## src/rtl/path_delay_pkg.sv

```systemverilog
// Shared types and helpers for the tapped delay-chain TDC.
// Holds the FSM state encoding, the count-width rule and the tap popcount.
package path_delay_pkg;

   typedef enum logic [2:0] {
      IDLE   = 3'd0,
      SETTLE = 3'd1,
      LAUNCH = 3'd2,
      CAPT   = 3'd3,
      SYNC   = 3'd4,
      ACC    = 3'd5,
      DONE   = 3'd6
   } state_e;

   // Widest tap vector popcount accepts; chains up to 256 stages.
   localparam int PC_W = 256;

   function automatic int cnt_width(input int stages);
      return $clog2(stages + 1);
   endfunction

   function automatic logic [8:0] popcount(input logic [PC_W-1:0] v);
      logic [8:0] n;
      n = '0;
      for (int i = 0; i < PC_W; i++) n = n + 9'(v[i]);
      return n;
   endfunction

endpackage

```

## src/rtl/path_delay_tdc_if.sv

```systemverilog
// Control/result bundle between the TDC and its readout logic.
// start is sampled only while busy=0; busy rises on the accepting edge and falls
// when DONE is left; done pulses one cycle and results hold until the next start.
interface path_delay_tdc_if #(
   parameter int CNT_W      = 6,
   parameter int LOG_TRIALS = 2
);
   localparam int SUM_W = CNT_W + LOG_TRIALS;

   logic             start;
   logic [CNT_W-1:0] golden;
   logic [CNT_W-1:0] tolerance;
   logic             busy;
   logic             done;
   logic [SUM_W-1:0] delay_sum;
   logic [CNT_W-1:0] delay_avg;
   logic             alarm;
   logic             ovf;
   logic [2:0]       dbg_state;

   modport master (
      output start, golden, tolerance,
      input  busy, done, delay_sum, delay_avg, alarm, ovf, dbg_state
   );

   modport slave (
      input  start, golden, tolerance,
      output busy, done, delay_sum, delay_avg, alarm, ovf, dbg_state
   );
endinterface

```

## src/rtl/delay_chain_tapped.sv

```systemverilog
// Chain of STAGES delay cells with every stage output brought out as a tap.
// Each stage owns its nets so synthesis keeps one distinct cell per stage.
module delay_chain_tapped #(
   parameter int STAGES = 50
) (
   input  logic              launch_i,
   output logic [STAGES-1:0] taps
);
   for (genvar i = 0; i < STAGES; i++) begin : g_stage
      (* keep *) logic in_w;
      (* keep *) logic out_w;
      if (i == 0) begin : g_first
         assign in_w = launch_i;
      end else begin : g_rest
         assign in_w = g_stage[i-1].out_w;
      end
      singlepath_2 u_stage (
         .in_i  (in_w),
         .en_i  (1'b1),
         .dis_i (1'b0),
         .out_o (out_w)
      );
      assign taps[i] = out_w;
   end
endmodule

```

## src/rtl/singlepath_2.sv

```systemverilog
// Behavioural view of one non-inverting delay cell; the physical cell supplies the delay.
module singlepath_2 (
   input  logic in_i,
   input  logic en_i,
   input  logic dis_i,
   output logic out_o
);
   assign out_o = in_i & en_i & ~dis_i;
endmodule

```

## src/rtl/path_delay_tdc.sv

```systemverilog
// Tapped delay-chain TDC: launches alternating edges, captures the taps one clock
// later, averages bubble-tolerant stage counts and flags excess path delay.
module path_delay_tdc
   import path_delay_pkg::*;
#(
   parameter int STAGES        = 50,
   parameter int LOG_TRIALS    = 2,
   parameter int SETTLE_CYCLES = 8,
   parameter int CNT_W         = cnt_width(STAGES)
) (
   input logic             clk,
   input logic             rst,
   path_delay_tdc_if.slave bus
);
   localparam int SUM_W   = CNT_W + LOG_TRIALS;
   localparam int SET_W   = $clog2(SETTLE_CYCLES + 1);
   localparam int TRL_W   = LOG_TRIALS + 1;
   localparam int NTRIALS = 1 << LOG_TRIALS;

   localparam logic [2:0] S_IDLE   = 3'(IDLE);
   localparam logic [2:0] S_SETTLE = 3'(SETTLE);
   localparam logic [2:0] S_LAUNCH = 3'(LAUNCH);
   localparam logic [2:0] S_CAPT   = 3'(CAPT);
   localparam logic [2:0] S_SYNC   = 3'(SYNC);
   localparam logic [2:0] S_ACC    = 3'(ACC);
   localparam logic [2:0] S_DONE   = 3'(DONE);

   logic [2:0]        state_q, state_d;
   logic [SET_W-1:0]  settle_q, settle_d;
   logic              sync_q, sync_d;
   logic [TRL_W-1:0]  trial_q, trial_d;
   logic              launch_q, launch_d;
   logic [SUM_W-1:0]  sum_q, sum_d;
   logic [CNT_W-1:0]  avg_q, avg_d;
   logic              alarm_q, alarm_d;
   logic              ovf_q, ovf_d;
   logic [STAGES-1:0] cap_q, sync1_q, sync2_q;

   (* keep *) logic [STAGES-1:0] taps_w;

   delay_chain_tapped #(.STAGES(STAGES)) u_chain (
      .launch_i (launch_q),
      .taps     (taps_w)
   );

   // Stages that already followed the launched level; bubbles count, no first-zero search.
   logic [STAGES-1:0] sel_w;
   logic [CNT_W-1:0]  trial_cnt;
   logic [SUM_W-1:0]  acc_sum;
   logic [CNT_W-1:0]  avg_new, diff_new;
   logic              alarm_new;

   assign sel_w     = launch_q ? sync2_q : ~sync2_q;
   assign trial_cnt = CNT_W'(popcount(PC_W'(sel_w)));
   assign acc_sum   = sum_q + SUM_W'(trial_cnt);
   assign avg_new   = CNT_W'(acc_sum >> LOG_TRIALS);
   assign diff_new  = (avg_new > bus.golden) ? avg_new - bus.golden : bus.golden - avg_new;
   assign alarm_new = diff_new > bus.tolerance;

   always_comb begin
      state_d  = state_q;
      settle_d = settle_q;
      sync_d   = sync_q;
      trial_d  = trial_q;
      launch_d = launch_q;
      sum_d    = sum_q;
      avg_d    = avg_q;
      alarm_d  = alarm_q;
      ovf_d    = ovf_q;
      case (state_q)
         S_IDLE: begin
            if (bus.start) begin
               state_d  = S_SETTLE;
               settle_d = '0;
               trial_d  = '0;
               sum_d    = '0;
               alarm_d  = 1'b0;
               ovf_d    = 1'b0;
               // An odd trial count leaves the chain high; restart low so trial 0 rises.
               launch_d = 1'b0;
            end
         end
         S_SETTLE: begin
            if (settle_q == SET_W'(SETTLE_CYCLES - 1)) state_d = S_LAUNCH;
            else settle_d = settle_q + 1'b1;
         end
         S_LAUNCH: begin
            launch_d = ~launch_q;
            state_d  = S_CAPT;
         end
         S_CAPT: begin
            sync_d  = 1'b0;
            state_d = S_SYNC;
         end
         S_SYNC: begin
            if (sync_q) state_d = S_ACC;
            else sync_d = 1'b1;
         end
         S_ACC: begin
            sum_d   = acc_sum;
            trial_d = trial_q + 1'b1;
            if (trial_cnt == CNT_W'(STAGES)) ovf_d = 1'b1;
            if (trial_q == TRL_W'(NTRIALS - 1)) begin
               state_d = S_DONE;
               avg_d   = avg_new;
               alarm_d = alarm_new;
            end else begin
               state_d  = S_SETTLE;
               settle_d = '0;
            end
         end
         S_DONE:  state_d = S_IDLE;
         default: state_d = S_IDLE;
      endcase
   end

   always_ff @(posedge clk or posedge rst) begin
      if (rst) begin
         state_q  <= S_IDLE;
         settle_q <= '0;
         sync_q   <= 1'b0;
         trial_q  <= '0;
         launch_q <= 1'b0;
         sum_q    <= '0;
         avg_q    <= '0;
         alarm_q  <= 1'b0;
         ovf_q    <= 1'b0;
         cap_q    <= '0;
         sync1_q  <= '0;
         sync2_q  <= '0;
      end else begin
         state_q  <= state_d;
         settle_q <= settle_d;
         sync_q   <= sync_d;
         trial_q  <= trial_d;
         launch_q <= launch_d;
         sum_q    <= sum_d;
         avg_q    <= avg_d;
         alarm_q  <= alarm_d;
         ovf_q    <= ovf_d;
         if (state_q == S_CAPT) cap_q <= taps_w;
         sync1_q  <= cap_q;
         sync2_q  <= sync1_q;
      end
   end

   assign bus.busy      = (state_q != S_IDLE);
   assign bus.done      = (state_q == S_DONE);
   assign bus.delay_sum = sum_q;
   assign bus.delay_avg = avg_q;
   assign bus.alarm     = alarm_q;
   assign bus.ovf       = ovf_q;
   assign bus.dbg_state = state_q;

endmodule

```

## src/flat_wrapper.sv

```systemverilog
// flat-port wrapper written by rule: the top's interface ports become plain ports
module path_delay_tdc_flat import path_delay_pkg::*;
#(
   parameter int STAGES        = 50,
   parameter int LOG_TRIALS    = 2,
   parameter int SETTLE_CYCLES = 8,
   parameter int CNT_W         = cnt_width(STAGES)
)
  (clk, rst, bus_start, bus_golden, bus_tolerance, bus_busy, bus_done, bus_delay_sum, bus_delay_avg, bus_alarm, bus_ovf, bus_dbg_state);
  path_delay_tdc_if #(.CNT_W(CNT_W), .LOG_TRIALS(LOG_TRIALS)) bus_i ();
  input logic clk;
  input logic rst;
  input wire logic [$bits(bus_i.start)-1:0] bus_start;
  input wire logic [$bits(bus_i.golden)-1:0] bus_golden;
  input wire logic [$bits(bus_i.tolerance)-1:0] bus_tolerance;
  output wire logic [$bits(bus_i.busy)-1:0] bus_busy;
  output wire logic [$bits(bus_i.done)-1:0] bus_done;
  output wire logic [$bits(bus_i.delay_sum)-1:0] bus_delay_sum;
  output wire logic [$bits(bus_i.delay_avg)-1:0] bus_delay_avg;
  output wire logic [$bits(bus_i.alarm)-1:0] bus_alarm;
  output wire logic [$bits(bus_i.ovf)-1:0] bus_ovf;
  output wire logic [$bits(bus_i.dbg_state)-1:0] bus_dbg_state;
  assign bus_i.start = bus_start;
  assign bus_i.golden = bus_golden;
  assign bus_i.tolerance = bus_tolerance;
  assign bus_busy = bus_i.busy;
  assign bus_done = bus_i.done;
  assign bus_delay_sum = bus_i.delay_sum;
  assign bus_delay_avg = bus_i.delay_avg;
  assign bus_alarm = bus_i.alarm;
  assign bus_ovf = bus_i.ovf;
  assign bus_dbg_state = bus_i.dbg_state;
  path_delay_tdc #(.STAGES(STAGES), .LOG_TRIALS(LOG_TRIALS), .SETTLE_CYCLES(SETTLE_CYCLES), .CNT_W(CNT_W)) u_core (.clk(clk), .rst(rst), .bus(bus_i));
endmodule
```

## config.mk

```make
export PLATFORM = sky130hd
export DESIGN_NAME = path_delay_tdc_flat
export DESIGN_NICKNAME = d
export VERILOG_FILES = /design/src/rtl/path_delay_pkg.sv /design/src/rtl/path_delay_tdc_if.sv /design/src/rtl/delay_chain_tapped.sv /design/src/rtl/singlepath_2.sv /design/src/rtl/path_delay_tdc.sv /design/src/flat_wrapper.sv
export SDC_FILE = /design/constraint.sdc
export NUM_CORES = 1
export LEC_CHECK = 0
export CAP_MARGIN = 20
export CORE_ASPECT_RATIO = 1.5
export CORE_UTILIZATION = 40
export DETAILED_ROUTE_END_ITERATION = 16
export SLEW_MARGIN = 20
export SYNTH_ARGS = -nofsm -noshare
export SYNTH_HDL_FRONTEND = slang
export SYNTH_SLANG_ARGS = --single-unit
```

## constraint.sdc

```tcl
create_clock -name clk -period 13.55 [get_ports clk]
set_input_delay 4.065 -clock clk [delete_from_list [all_inputs] [get_ports clk]]
set_output_delay 4.065 -clock clk [all_outputs]
set_load 0.005 [all_outputs]
```

==> impl_metrics.tcl <==
set metrics [dict create \
    status "completed" \
    timing.rr.start "u_core.launch_q" \
    dp_hpwl_um 3371 \
    die_area_sq_um 5410 \
    nNetsFinal 298 \
    drt-met1-wl_um 1808 \
    finalHoldViolations 0 \
    clkSinkCount 30 \
    worstSetupPathType "in2reg" \
    die_w_um 60.39 \
    peakVddDrop_v 0.00005729 \
    finalCoreUtilization 0.5197 \
    hp-class "reg2reg" \
    via_per_inst 4.944 \
    routed.top_layer "met4" \
    timing.reg2reg.setup_slack_ns 9.34 \
    r2r_end "u_core.bus.alarm" \
    io_buffers 34 \
    dr_wl_met3_um 151 \
    worst_slack_ns 6.828 \
    area_growth_pct 24.16 \
    diodes 0 \
    wl_met2_um 2229 \
    arrival_ns 6.89 \
    final.setup.tns_ns 0 \
    final_cell_mix "clkdlybuf4s50_1 (34), nand2_1 (32), dfrtp_1 (30)" \
    p_per_area_nw_per_um2 78.52 \
    ctsHoldBuffers 0 \
    final_common_cell "clkdlybuf4s50_1" \
    first_pass_iters 4 \
    worstPathRequired_ns 13.72 \
    clock_path_buffers 2 \
    period_minus_slack_ns 6.722 \
    grt_pass1_vias 1612 \
    row_count 31 \
    hp-start "u_core.sync1_q[0]" \
    slew_headroom 0.4113 \
    drt_iter0_drc 63 \
    vias 1597 \
    min_period_over_period 0.4961 \
    grt_first_pass_wirelength_um 7320 \
    start_kind "input port" \
    numCtsBuffers 5 \
    routed_wl_um 4281 \
    cts-root-buf "clkbuf_8" \
    track_usage 0.1831 \
    cp-end-kind "flip-flop" \
    antenna_found_initial 0 \
    clkSlewWorstSetupHoldPaths_ns 0.06 \
    postRouteAntennaNets 0 \
    clk_latency_ns 0.28 \
    worst_pin_slew_ns 0.8830 \
    maxSlewViolCount 0 \
    floorplan.initialDensity 0.4186 \
    h-tree-depth 2 \
    wire_per_inst_um 13.25 \
    skew_ns 0.004620 \
    power_uw 199.4 \
    pre_cts_slack_ns 6.526 \
    grt_setup_unrepaired "false" \
    crit_path_max_fanout 5 \
    gr-total-overflow 0 \
    gp_congestion 0.8876 \
    yosys_warnings 0 \
    die_h_um 89.59 \
    postCtsSetupRepairBufs 0 \
    holdPathStages 0 \
    reg2reg_depth 19 \
    p_leak_nw 1.219 \
    syn_area_sq_um 2046 \
    cts_tree "done" \
    syn_nets 263 \
    fmax_mhz 148.8 \
    cap_viol_max_count 0 \
    drive_gt1_frac 0.05837 \
    grt_max_degree 31 \
    drc 0 \
    coreArea_sq_um 4887 \
    netlist_instances 221 \
    io_pins 36 \
    cts-resized-gates 0 \
    holdPathEnd "u_core.sync2_q[0]" \
    finalSetupViolations 0 \
    syn-mean-instance-area_sq_um 9.257 \
]
-- routing by layer --
layer	vias to the layer above	global-route usage
li1	820	-
met1	736	0.2194
met2	32	0.3117
met3	9	0.03582
met4	0	0.08245
met5	-	0
-- through the flow --
stage / instances / hold slack [ns] / area (sq um)
6_report: 323 / 0.3536 / 2540
3_5_place_dp: 315 / 0.3405 / 2430
5_1_grt: 323 / 0.3558 / 2540
3_3_place_gp: 315 / 0.3353 / 2430
4_1_cts: 323 / 0.3554 / 2540
2_1_floorplan: 221 / 0.3312 / 2046
-- flip-flops by register name, summed over array words and instances (netlist names) --
signal and count:
u_core.sync1_q 1, u_core.bus.delay_sum 7, u_core.trial_q 3, u_core.sync_q 1, u_core.bus.ovf 1, u_core.launch_q 1, u_core.bus.delay_avg 6, u_core.cap_q 1
u_core.bus.alarm 1, u_core.sync2_q 1, u_core.bus.dbg_state 3, u_core.settle_q 4
-- worst max-delay path, stage by stage --
cell and delay [ns]:
clkdlybuf4s50_1 0.43, ha_1 0.23, fa_1 0.40, nor2b_2 0.19
o31ai_4 0.08, a21oi_4 0.23, mux2i_1 0.25, xor2_1 0.17
ha_1 0.26, a21o_1 0.18, a21oi_1 0.12, o21ai_0 0.08
o21ai_0 0.14, nand2_1 0.06
-- report_power, final --
| group | switching (mW) | leakage (nW) | internal [mW] | total (mW) |
|---|---|---|---|---|
| logic | 0.0125 | 0.799 | 0.0125 | 0.0250 |
| clock network | 0.0328 | 0.0575 | 0.0512 | 0.0840 |
| registers | 0.000289 | 0.363 | 0.0901 | 0.0904 |
-- cell type report --
cell class,instances,area (sq um)
fillers,496,2347
well taps,66,82.58
inverters,23,86.33
repair buffers,35,347.8
clock buffers,8,110.1
flip-flops and latches,30,750.7
multi-input cells,161,1162
-- worst max-delay path by stage --
stage | startpoint | end | slack [ns] | depth (start not counted)
after CTS | bus_golden[0] | u_core.bus.alarm | 6.82 | 14
after floorplan | bus_golden[0] | u_core.bus.alarm | 7.13 | 13
after global placement | bus_golden[0] | u_core.bus.alarm | 6.56 | 14
final | bus_golden[0] | u_core.bus.alarm | 6.83 | 14
after global routing | bus_golden[0] | u_core.bus.alarm | 6.62 | 14
after detailed placement | bus_golden[0] | u_core.bus.alarm | 6.53 | 14
Note: power is estimated with default switching activity, not from simulation.
